==> src/rtl/decoder_pkg.sv <==
// rtl/decoder_pkg.sv - shared Morse decoder constants, phase enum and class-to-ASCII table
package decoder_pkg;

    localparam int N_CLASSES_DEF = 27;
    localparam int SCORE_W       = 8;

    typedef enum logic {
        PH_IDLE,
        PH_ACCUM
    } phase_e;

    // Class order of the output layer: 26 letters, then space.
    localparam logic [7:0] CLASS_ASCII [0:N_CLASSES_DEF-1] = '{
        8'h41, 8'h42, 8'h43, 8'h44, 8'h45, 8'h46, 8'h47, 8'h48, 8'h49,
        8'h4A, 8'h4B, 8'h4C, 8'h4D, 8'h4E, 8'h4F, 8'h50, 8'h51, 8'h52,
        8'h53, 8'h54, 8'h55, 8'h56, 8'h57, 8'h58, 8'h59, 8'h5A, 8'h20
    };

endpackage

==> src/rtl/score_argmax_if.sv <==
// rtl/score_argmax_if.sv - score stream in / decoded symbol out; low_conf exists only with ARGMAX_CONF_EN
interface score_argmax_if
    import decoder_pkg::*;
#(
    parameter int W     = SCORE_W,
    parameter int IDX_W = $clog2(N_CLASSES_DEF)
);

    logic [W-1:0]     y;
    logic             y_ready;
    logic             clear;
    logic [IDX_W-1:0] class_idx;
    logic [W-1:0]     max_val;
    logic             done;
    logic             busy;
`ifdef ARGMAX_CONF_EN
    logic             low_conf;

    modport master (output y, y_ready, clear,
                    input  class_idx, max_val, done, busy, low_conf);
    modport slave  (input  y, y_ready, clear,
                    output class_idx, max_val, done, busy, low_conf);
`else
    modport master (output y, y_ready, clear,
                    input  class_idx, max_val, done, busy);
    modport slave  (input  y, y_ready, clear,
                    output class_idx, max_val, done, busy);
`endif

endinterface

==> src/rtl/score_argmax_max_cmp.sv <==
// rtl/score_argmax_max_cmp.sv - combinational strict-greater compare/select of a candidate against the current best
module max_cmp #(
    parameter int W     = 8,
    parameter int IDX_W = 5
) (
    input  logic [W-1:0]     cand_val,
    input  logic [IDX_W-1:0] cand_idx,
    input  logic [W-1:0]     cur_val,
    input  logic [IDX_W-1:0] cur_idx,
    output logic             cand_wins,
    output logic [W-1:0]     sel_val,
    output logic [IDX_W-1:0] sel_idx
);

    // Strictly greater, so on a tie the earlier (current) index is kept.
    always_comb begin
        cand_wins = (cand_val > cur_val);
        sel_val   = cand_wins ? cand_val : cur_val;
        sel_idx   = cand_wins ? cand_idx : cur_idx;
    end

endmodule

==> src/rtl/score_argmax.sv <==
// rtl/score_argmax.sv - serial argmax over N_CLASSES neuron scores; ARGMAX_CONF_EN adds second-max low_conf flag
module score_argmax
    import decoder_pkg::*;
#(
    parameter int N_CLASSES = N_CLASSES_DEF,
    parameter int W         = SCORE_W,
    parameter int IDX_W     = $clog2(N_CLASSES),
    parameter int MARGIN    = 4
) (
    input  logic               clk,
    input  logic               reset,
    score_argmax_if.slave      bus
);

    localparam logic [IDX_W-1:0] LAST_IDX = IDX_W'(N_CLASSES - 1);

    logic [IDX_W-1:0] count_q, count_d;
    logic [W-1:0]     run_max_q, run_max_d;
    logic [IDX_W-1:0] run_idx_q, run_idx_d;
    logic [IDX_W-1:0] class_idx_q, class_idx_d;
    logic [W-1:0]     max_val_q, max_val_d;
    logic             done_q, done_d;
    logic             busy_q, busy_d;

    phase_e           phase;
    logic             cand_wins;
    logic [W-1:0]     cmp_val, new_max;
    logic [IDX_W-1:0] cmp_idx, new_idx;

    assign phase = (count_q == '0) ? PH_IDLE : PH_ACCUM;

    max_cmp #(.W(W), .IDX_W(IDX_W)) u_max (
        .cand_val  (bus.y),
        .cand_idx  (count_q),
        .cur_val   (run_max_q),
        .cur_idx   (run_idx_q),
        .cand_wins (cand_wins),
        .sel_val   (cmp_val),
        .sel_idx   (cmp_idx)
    );

    // The first score of a frame always loads, even when it is zero.
    assign new_max = (phase == PH_IDLE) ? bus.y : cmp_val;
    assign new_idx = (phase == PH_IDLE) ? '0    : cmp_idx;

`ifdef ARGMAX_CONF_EN
    logic [W-1:0]     run_second_q, run_second_d;
    logic [W-1:0]     sec_val, new_second;
    logic             low_conf_q, low_conf_d;
    logic             sec_wins_unused;
    logic [IDX_W-1:0] sec_idx_unused;
    logic [W:0]       gap;

    max_cmp #(.W(W), .IDX_W(IDX_W)) u_second (
        .cand_val  (bus.y),
        .cand_idx  (count_q),
        .cur_val   (run_second_q),
        .cur_idx   (count_q),
        .cand_wins (sec_wins_unused),
        .sel_val   (sec_val),
        .sel_idx   (sec_idx_unused)
    );

    // A displaced maximum drops to second; otherwise y competes with the old second.
    assign new_second = (phase == PH_IDLE) ? '0 : (cand_wins ? run_max_q : sec_val);
    assign gap        = {1'b0, new_max} - {1'b0, new_second};
    assign bus.low_conf = low_conf_q;
`else
    localparam int margin_unused = MARGIN;
`endif

    always_comb begin
        count_d     = count_q;
        run_max_d   = run_max_q;
        run_idx_d   = run_idx_q;
        class_idx_d = class_idx_q;
        max_val_d   = max_val_q;
        done_d      = 1'b0;
`ifdef ARGMAX_CONF_EN
        run_second_d = run_second_q;
        low_conf_d   = low_conf_q;
`endif
        if (bus.clear) begin
            count_d   = '0;
            run_max_d = '0;
            run_idx_d = '0;
`ifdef ARGMAX_CONF_EN
            run_second_d = '0;
`endif
        end else if (bus.y_ready) begin
            run_max_d = new_max;
            run_idx_d = new_idx;
`ifdef ARGMAX_CONF_EN
            run_second_d = new_second;
`endif
            if (count_q == LAST_IDX) begin
                count_d     = '0;
                class_idx_d = new_idx;
                max_val_d   = new_max;
                done_d      = 1'b1;
`ifdef ARGMAX_CONF_EN
                low_conf_d  = (gap < (W+1)'(MARGIN));
`endif
            end else begin
                count_d = count_q + 1'b1;
            end
        end
        busy_d = (count_d != '0);
    end

    always_ff @(posedge clk) begin
        if (reset) begin
            count_q     <= '0;
            run_max_q   <= '0;
            run_idx_q   <= '0;
            class_idx_q <= '0;
            max_val_q   <= '0;
            done_q      <= 1'b0;
            busy_q      <= 1'b0;
`ifdef ARGMAX_CONF_EN
            run_second_q <= '0;
            low_conf_q   <= 1'b0;
`endif
        end else begin
            count_q     <= count_d;
            run_max_q   <= run_max_d;
            run_idx_q   <= run_idx_d;
            class_idx_q <= class_idx_d;
            max_val_q   <= max_val_d;
            done_q      <= done_d;
            busy_q      <= busy_d;
`ifdef ARGMAX_CONF_EN
            run_second_q <= run_second_d;
            low_conf_q   <= low_conf_d;
`endif
        end
    end

    assign bus.class_idx = class_idx_q;
    assign bus.max_val   = max_val_q;
    assign bus.done      = done_q;
    assign bus.busy      = busy_q;

endmodule

==> src/flat_wrapper.sv <==
// flat-port wrapper written by rule: the top's interface ports become plain ports
module score_argmax_flat import decoder_pkg::*;
#(
    parameter int N_CLASSES = N_CLASSES_DEF,
    parameter int W         = SCORE_W,
    parameter int IDX_W     = $clog2(N_CLASSES),
    parameter int MARGIN    = 4
)
  (clk, reset, bus_y, bus_y_ready, bus_clear, bus_class_idx, bus_max_val, bus_done, bus_busy);
  score_argmax_if #(.W(W), .IDX_W(IDX_W)) bus_i ();
  input  logic clk;
  input  logic reset;
  input wire logic [$bits(bus_i.y)-1:0] bus_y;
  input wire logic [$bits(bus_i.y_ready)-1:0] bus_y_ready;
  input wire logic [$bits(bus_i.clear)-1:0] bus_clear;
  output wire logic [$bits(bus_i.class_idx)-1:0] bus_class_idx;
  output wire logic [$bits(bus_i.max_val)-1:0] bus_max_val;
  output wire logic [$bits(bus_i.done)-1:0] bus_done;
  output wire logic [$bits(bus_i.busy)-1:0] bus_busy;
  assign bus_i.y = bus_y;
  assign bus_i.y_ready = bus_y_ready;
  assign bus_i.clear = bus_clear;
  assign bus_class_idx = bus_i.class_idx;
  assign bus_max_val = bus_i.max_val;
  assign bus_done = bus_i.done;
  assign bus_busy = bus_i.busy;
  score_argmax #(.N_CLASSES(N_CLASSES), .W(W), .IDX_W(IDX_W), .MARGIN(MARGIN)) u_core (.clk(clk), .reset(reset), .bus(bus_i));
endmodule
==> config.mk <==
export PLATFORM = sky130hd
export DESIGN_NAME = score_argmax_flat
export DESIGN_NICKNAME = d
export VERILOG_FILES = /design/src/rtl/decoder_pkg.sv /design/src/rtl/score_argmax_if.sv /design/src/rtl/score_argmax_max_cmp.sv /design/src/rtl/score_argmax.sv /design/src/flat_wrapper.sv
export SDC_FILE = /design/constraint.sdc
export NUM_CORES = 1
export LEC_CHECK = 0
export CELL_PAD_IN_SITES_DETAIL_PLACEMENT = 0
export CELL_PAD_IN_SITES_GLOBAL_PLACEMENT = 1
export CORE_ASPECT_RATIO = 0.8
export CORE_MARGIN = 3
export CORE_UTILIZATION = 37
export DETAILED_ROUTE_END_ITERATION = 7
export PLACE_DENSITY_LB_ADDON = 0.1
export SLEW_MARGIN = 20
export SYNTH_ARGS = -nofsm -noshare
export SYNTH_HDL_FRONTEND = slang
export SYNTH_SLANG_ARGS = --single-unit
==> constraint.sdc <==
create_clock -name clk -period 2 [get_ports clk]
set_input_delay 0.2 -clock clk [delete_from_list [all_inputs] [get_ports clk]]
set_output_delay 0.2 -clock clk [all_outputs]
set_load 0.005 [all_outputs]
==> run_results.csv, run 1 <==
group,metric,value,unit
run_status,status,"completed",
pwr,netSwitchingFraction,0.261,
setup_path,cpPeakStageDelay,0.35,ns
synthesis,syn_area_per_cell,8.88,um2
pwr,peakVddDrop,0.249,mV
setup_path,crit_path_top_delay_cell,"dfxtp_1",
routing,ant_nets,0,
grt,grt_pass1_wl,7920,um
timing,skew,0.00832,ns
final_layout,final_common_cell,"buf_4",
pwr,power_switching,374,uW
final_layout,instances_no_fill,323,
final_layout,area_delta_synth_final,40.2,%
final_layout,final_nets,286,
final_layout,fin_area,2590,um2
setup_path,worstSetupEndpointType,"flop",
synthesis,syn-num-nets,231,
pwr,seqPwrFrac,0.468,
pwr,power_density,553,nW/um2
grt,grt_pass1_vias,1606,
timing,setup_viol,0,
setup_path,path_cells,"inv_1, ha_1, and4_4, buf_4, o211a_4, o31ai_4, buf_6, a311o_1",
final_layout,drive_above_1_share,0.266,
timing,fin_crit_sh,0.989,
synthesis,ys_seq_elements,33,
placement,dpl-instance-area,2360,um2
timing,worst_slew_pin_slew,0.557,ns
setup_path,crit_required,2.17,ns
hold_path,hold-path-cell-count,4,
clock_network,cts_buffers,5,
die,rows,22,
placement,io_buffers,26,
routing,drt_iter0_markers,183,
grt,grt_overflow_total,0,
flow_run,drv_cap,0,
pwr,internal-power,1060,uW
setup_path,worst-path-stages,8,
synthesis,synthCells,208,
synthesis,synthFlopType,"dfxtp_1",
placement,place_inst,313,
grt,grt_max_degree,27,
synthesis,ys_warn_count,0,
synthesis,ys_types,45,
setup_path,arrival,2.15,ns
clock_network,cts_root_buf,"clkbuf_8",
synthesis,ys_seq_area_frac,0.358,
clock_network,path_clk_slew,0.07,ns
timing,min_period,1.98,ns
routing,wl_per_cell,15.1,um
die,core_area,4710,um2
synthesis,synth_area,1850,um2
placement,gp_congestion,0.830,
final_layout,antennaDiodeCount,0,
timing,finalHoldViolations,0,
die,num_io_pins,27,
clock_network,cts_tree,"built",
grt,antenna_found_initial,0,
synthesis,synth_edf_count,0,
timing,relSlewSlack,0.627,
final_layout,mostFrequentLayoutCells,"buf_4, dfxtp_1, nand2_1, clkdlybuf4s50_1, nor2_1",
pwr,combPwrFrac,0.173,
setup_path,r2r_cells,8,
setup_path,cp_top_family,"compound AO/OA/AOI/OAI gates",
setup_path,path_buf_inv,3,
die,die-area,5880,um2
setup_path,cp-start-kind,"flop",
clock_network,h-tree-depth,2,
pwr,p_leak,0.00103,uW
die,start_util,0.392,
pwr,clock_power_share,0.359,
routing,drt-pass1-iter-count,4,
die,die_h,69.2,um
clock_network,cts_hold_buf,0,
timing,fmaxAchievable,505,MHz
routing,drc,0,
clock_network,cts_buffer_depth,2,
setup_path,cp_max_fo,8,
placement,place.detailed.hpwl,3860,um
final_layout,final_util,0.550,
hold_path,hold_path_class,"in -> reg",
routing,vias,1756,
grt,grt_usage,0.169,
synthesis,async_reset_ff_frac,0,
clock_network,clk_latency,0.28,ns
routing,vias_per_cell,5.44,
routing,wirelength,4870,um
timing,drv_slew,0,
clock_network,cts_num_sinks,33,
setup_path,crit_type,"reg -> reg",
die,die-width,85.0,um
-- what timing repair did --
| item | CTS | global route |
|---|---|---|
| hold endpoints to repair | 0 | 0 |
| gates resized for setup | 2 | 19 |
| endpoints found under the setup margin | 13 | 22 |
| buffers inserted | 2 | 1 |
| pin swaps | 3 | 6 |
-- stage by stage --
step / setup WS [ns] / setup TNS, ns / power [uW] / hold WS (ns)
global route: -0.00848 / -0.0118 / 1490 / 0.418
global placement: -0.297 / -6.04 / 901 / 0.466
detailed placement: -0.350 / -6.67 / 908 / 0.480
CTS: 0.000674 / 0 / 1420 / 0.490
floorplan: 0.0552 / 0 / 803 / 0.279
finish: 0.0216 / 0 / 1430 / 0.384
-- state kept, by name (all words and copies together) (netlist names) --
register and count:
u_core.bus.max_val 8, u_core.run_max_q 8, u_core.bus.class_idx 5, u_core.count_q 5, u_core.run_idx_q 5, u_core.bus.busy 1, u_core.bus.done 1
-- Yosys cell counts (2+ instances only) --
cell type | count | area share
xnor2_1 | 2 | 0.0095
and3_1 | 2 | 0.0068
buf_6 | 3 | 0.018
a32o_1 | 2 | 0.011
or2_2 | 2 | 0.0068
nor3_1 | 2 | 0.0054
o211ai_1 | 3 | 0.012
buf_2 | 2 | 0.0054
o311ai_1 | 8 | 0.038
a21oi_1 | 7 | 0.019
a32o_2 | 2 | 0.012
o2bb2ai_1 | 2 | 0.0095
nor2_1 | 11 | 0.022
clkbuf_1 | 11 | 0.022
nand2_1 | 25 | 0.051
ha_1 | 11 | 0.075
a31oi_1 | 3 | 0.010
dfxtp_1 | 33 | 0.36
xor2_1 | 3 | 0.014
nand4_1 | 3 | 0.010
nand3_1 | 10 | 0.027
mux2i_1 | 9 | 0.049
inv_1 | 11 | 0.022
o21ai_0 | 11 | 0.030
o2111ai_1 | 10 | 0.047
-- power groups by stage --
| stage | sequential (uW) | clock, uW | combinational, uW |
|---|---|---|---|
| after floorplan | 685 | 0 | 118 |
| after global placement | 684 | 0 | 217 |
| after detailed placement | 685 | 0 | 223 |
| after CTS | 670 | 519 | 228 |
| after global routing | 671 | 545 | 273 |
| final | 671 | 514 | 248 |
-- layer usage --
metal | track usage | vias up | share of wire
li1 | - | 881 | -
met1 | 0.263 | 826 | 0.53
met2 | 0.220 | 45 | 0.40
met3 | 0.0463 | 4 | 0.055
met4 | 0.0527 | 0 | 0.0097
met5 | 0 | - | 0
-- cell families (layout without fill, tap and decap cells) --
logic type                 after synthesis  count (layout)  synth area share
muxes                                    9               9            0.0488
and+or+nand+nor                         66              66             0.185
adders and majority gates               11              11            0.0745
AOI/OAI and AO/OA                       56              56             0.240
xor gates and xnor gates                 5               5            0.0237
buffers and inverters                   28              83            0.0705
DFF                                     33              33             0.358
-- path summary, 6_finish.rpt --
check / startpoint / end / slack [ns]
max: u_core.run_max_q[6]$_SDFFE_PP0P_ / u_core.run_idx_q[4]$_SDFFE_PP0P_ / 0.02
min: bus_y[1] / u_core.run_max_q[1]$_SDFFE_PP0P_ / 0.38
max reg2reg: u_core.run_max_q[6]$_SDFFE_PP0P_ / u_core.run_idx_q[4]$_SDFFE_PP0P_ / 0.02
min reg2reg: u_core.run_max_q[2]$_SDFFE_PP0P_ / u_core.run_max_q[2]$_SDFFE_PP0P_ / 0.48
-- worst register-to-register path: stages (launching register included) --
cell,delay [ns]
dfxtp_1,0.35
inv_1,0.06
ha_1,0.29
and4_4,0.26
buf_4,0.12
o211a_4,0.21
o31ai_4,0.08
buf_6,0.15
a311o_1,0.36
-- area by class of cell --
class	instances	area, um2
Fill cell	422	2120
Multi-Input combinational cell	147	1160
Sequential cell	33	664
Timing Repair Buffer	64	559
Clock buffer	7	86.3
Tap cell	60	75.1
Inverter	12	45.0
(Power assumes the default switching activity.)
==> run 2, diff against run 1 <==
- CORE_UTILIZATION: 37 -> 44
- clock period: 2 -> 2.5 ns (I/O delays scaled with it)
==> run 2 against run 1 <==
  * Register-to-register slack better by 0.36 ns
  * Utilization is 2.9 points higher
  * Via count is 7.3% lower
  * Non-clock buffer count is 29 lower
  * Setup slack better by 0.30 ns
  * Clock skew is 0.0060 ns lower
  * Cell count is 10% lower
  * Critical path depth stayed put
  * Count of clock-buffer cells in the layout stayed put
  * Hold slack better by 0.10 ns
  * Flip-flop and latch count stayed put
==> run_results.csv, run 2 (same netlist as run 1, synthesis figures left out) <==
group,metric,value,unit
clock_network,cts_buffers,5,
routing,vias,1627,
pwr,power,1130,uW
timing,worst_slew_pin_slew,0.612,ns
placement,dpl-instance-area,2160,um2
grt,grt_usage,0.184,
clock_network,ctsResizeCount,0,
setup_path,crit_type,"in -> reg",
placement,gp_congestion,0.901,
setup_path,cp_max_fo,14,
timing,fin_hold_ws,0.486,ns
routing,met1_length,2380,um
die,die_h,63.9,um
timing,fmaxAchievable,458,MHz
grt,grt_overflow_total,0,
run_status,status,"completed",
setup_path,worstSetupStartpoint,"bus_y[1]",
timing,min_period,2.18,ns
pwr,power_density,499,nW/um2
clock_network,cts_tree,"built",
setup_path,r2r-start,"u_core.run_max_q[1]$_SDFFE_PP0P_",
final_layout,final_common_cell,"dfxtp_1",
setup_path,arrival,2.39,ns
routing,wl_met3,217,um
die,num_io_pins,27,
routing,highest-signal-layer,"met4",
timing,relSlewSlack,0.592,
grt,grt_max_degree,29,
timing,fin_crit_sh,0.873,
routing,drt-pass1-iter-count,4,
grt,grt_pass1_vias,1494,
clock_network,cts_num_sinks,33,
setup_path,endpoint,"u_core.run_max_q[4]$_SDFFE_PP0P_",
setup_path,rrSetupSlack,0.38,ns
hold_path,hold-path-cell-count,2,
grt,antenna_found_initial,0,
die,core_area,3900,um2
grt,grt_pass1_wl,7360,um
setup_path,r2r_cells,8,
final_layout,instances_no_fill,290,
setup_path,r2r_end,"u_core.run_max_q[4]$_SDFFE_PP0P_",
die,start_util,0.473,
clock_network,cts_hold_buf,0,
clock_network,clk_latency,0.28,ns
final_layout,fin_area,2260,um2
final_layout,area_delta_synth_final,22.4,%
placement,place.detailed.hpwl,3430,um
placement,io_buffers,26,
timing,grt_setup_unrepaired,"no",
clock_network,cts_buffer_depth,2,
final_layout,n_fill_cell,360,
routing,wirelength,4330,um
setup_path,crit_required,2.71,ns
die,die-area,5020,um2
timing,finalHoldViolations,0,
pwr,p_leak,0.000860,uW
final_layout,drive_above_1_share,0.115,
flow_run,drv_cap,0,
final_layout,antennaDiodeCount,0,
clock_network,h-tree-depth,2,
placement,place_inst,282,
timing,tns,0,ns
clock_network,path_clk_slew,0.07,ns
pwr,peakVddDrop,0.347,mV
timing,skew,0.00237,ns
routing,drt_iter0_markers,155,
routing,wl_per_cell,14.9,um
routing,drc,0,
final_layout,final_nets,257,
routing,ant_nets,0,
clock_network,post_cts.repair.setup_buffers,0,
timing,setup_viol,0,
setup_path,cp-start-kind,"input pin",
die,rows,20,
setup_path,worstSetupEndpointType,"flop",
die,die-width,78.4,um
hold_path,hold_path_class,"reg -> reg",
final_layout,mostFrequentLayoutCells,"dfxtp_1, clkdlybuf4s50_1, nand2_1",
routing,dr_wl_met2,1690,um
routing,vias_per_cell,5.61,
timing,drv_slew,0,
clock_network,cts_root_buf,"clkbuf_8",
[run 2: area by class of cell]
| class | instances | area, um2 | area share |
|---|---|---|---|
| Timing Repair Buffer | 35 | 328 | 0.145 |
| Sequential cell | 33 | 661 | 0.292 |
| Clock inverter | 1 | 5.00 | 0.00221 |
| Clock buffer | 7 | 96.3 | 0.0426 |
| Inverter | 12 | 45.0 | 0.0199 |
| Tap cell | 55 | 68.8 | 0.0305 |
| Multi-Input combinational cell | 147 | 1060 | 0.467 |
[run 2: metrics by stage]
step / setup slack (ns) / util
6_report: 0.318 / 0.579
5_1_grt: 0.238 / 0.579
4_1_cts: 0.319 / 0.579
3_5_place_dp: 0.0423 / 0.553
3_3_place_gp: 0.114 / 0.553
2_1_floorplan: 0.555 / -
[run 2: how the worst min path moves through the flow]
stage	startpoint	end	slack, ns
floorplan	reset	u_core.bus.class_idx[4]$_SDFFE_PP0P_	0.33
global placement	u_core.bus.max_val[1]$_SDFFE_PP0P_	u_core.bus.max_val[1]$_SDFFE_PP0P_	0.46
detailed placement	u_core.bus.max_val[1]$_SDFFE_PP0P_	u_core.bus.max_val[1]$_SDFFE_PP0P_	0.47
CTS	u_core.bus.max_val[1]$_SDFFE_PP0P_	u_core.bus.max_val[1]$_SDFFE_PP0P_	0.49
global route	u_core.bus.max_val[7]$_SDFFE_PP0P_	u_core.bus.max_val[7]$_SDFFE_PP0P_	0.52
finish	u_core.bus.max_val[1]$_SDFFE_PP0P_	u_core.bus.max_val[1]$_SDFFE_PP0P_	0.49
[run 2: report_power, final]
part | total [uW] | internal, uW | switching, uW
registers | 540 | 532 | 7.62
logic | 144 | 61.3 | 82.7
clock network | 443 | 249 | 194
total | 1130 | 842 | 284
[run 2: layer usage]
| layer | GRT usage | up-vias |
|---|---|---|
| met5 | 0 | - |
| met4 | 0.0393 | 0 |
| met3 | 0.0451 | 5 |
| met2 | 0.255 | 47 |
| met1 | 0.283 | 750 |
| li1 | - | 825 |
[run 2: critical path, stage by stage]
cell and delay (ns):
clkdlybuf4s50_1 0.46, ha_1 0.32, nor2b_1 0.14, o211a_1 0.23, o211a_4 0.32, o31ai_4 0.27, buf_4 0.21, mux2i_1 0.19
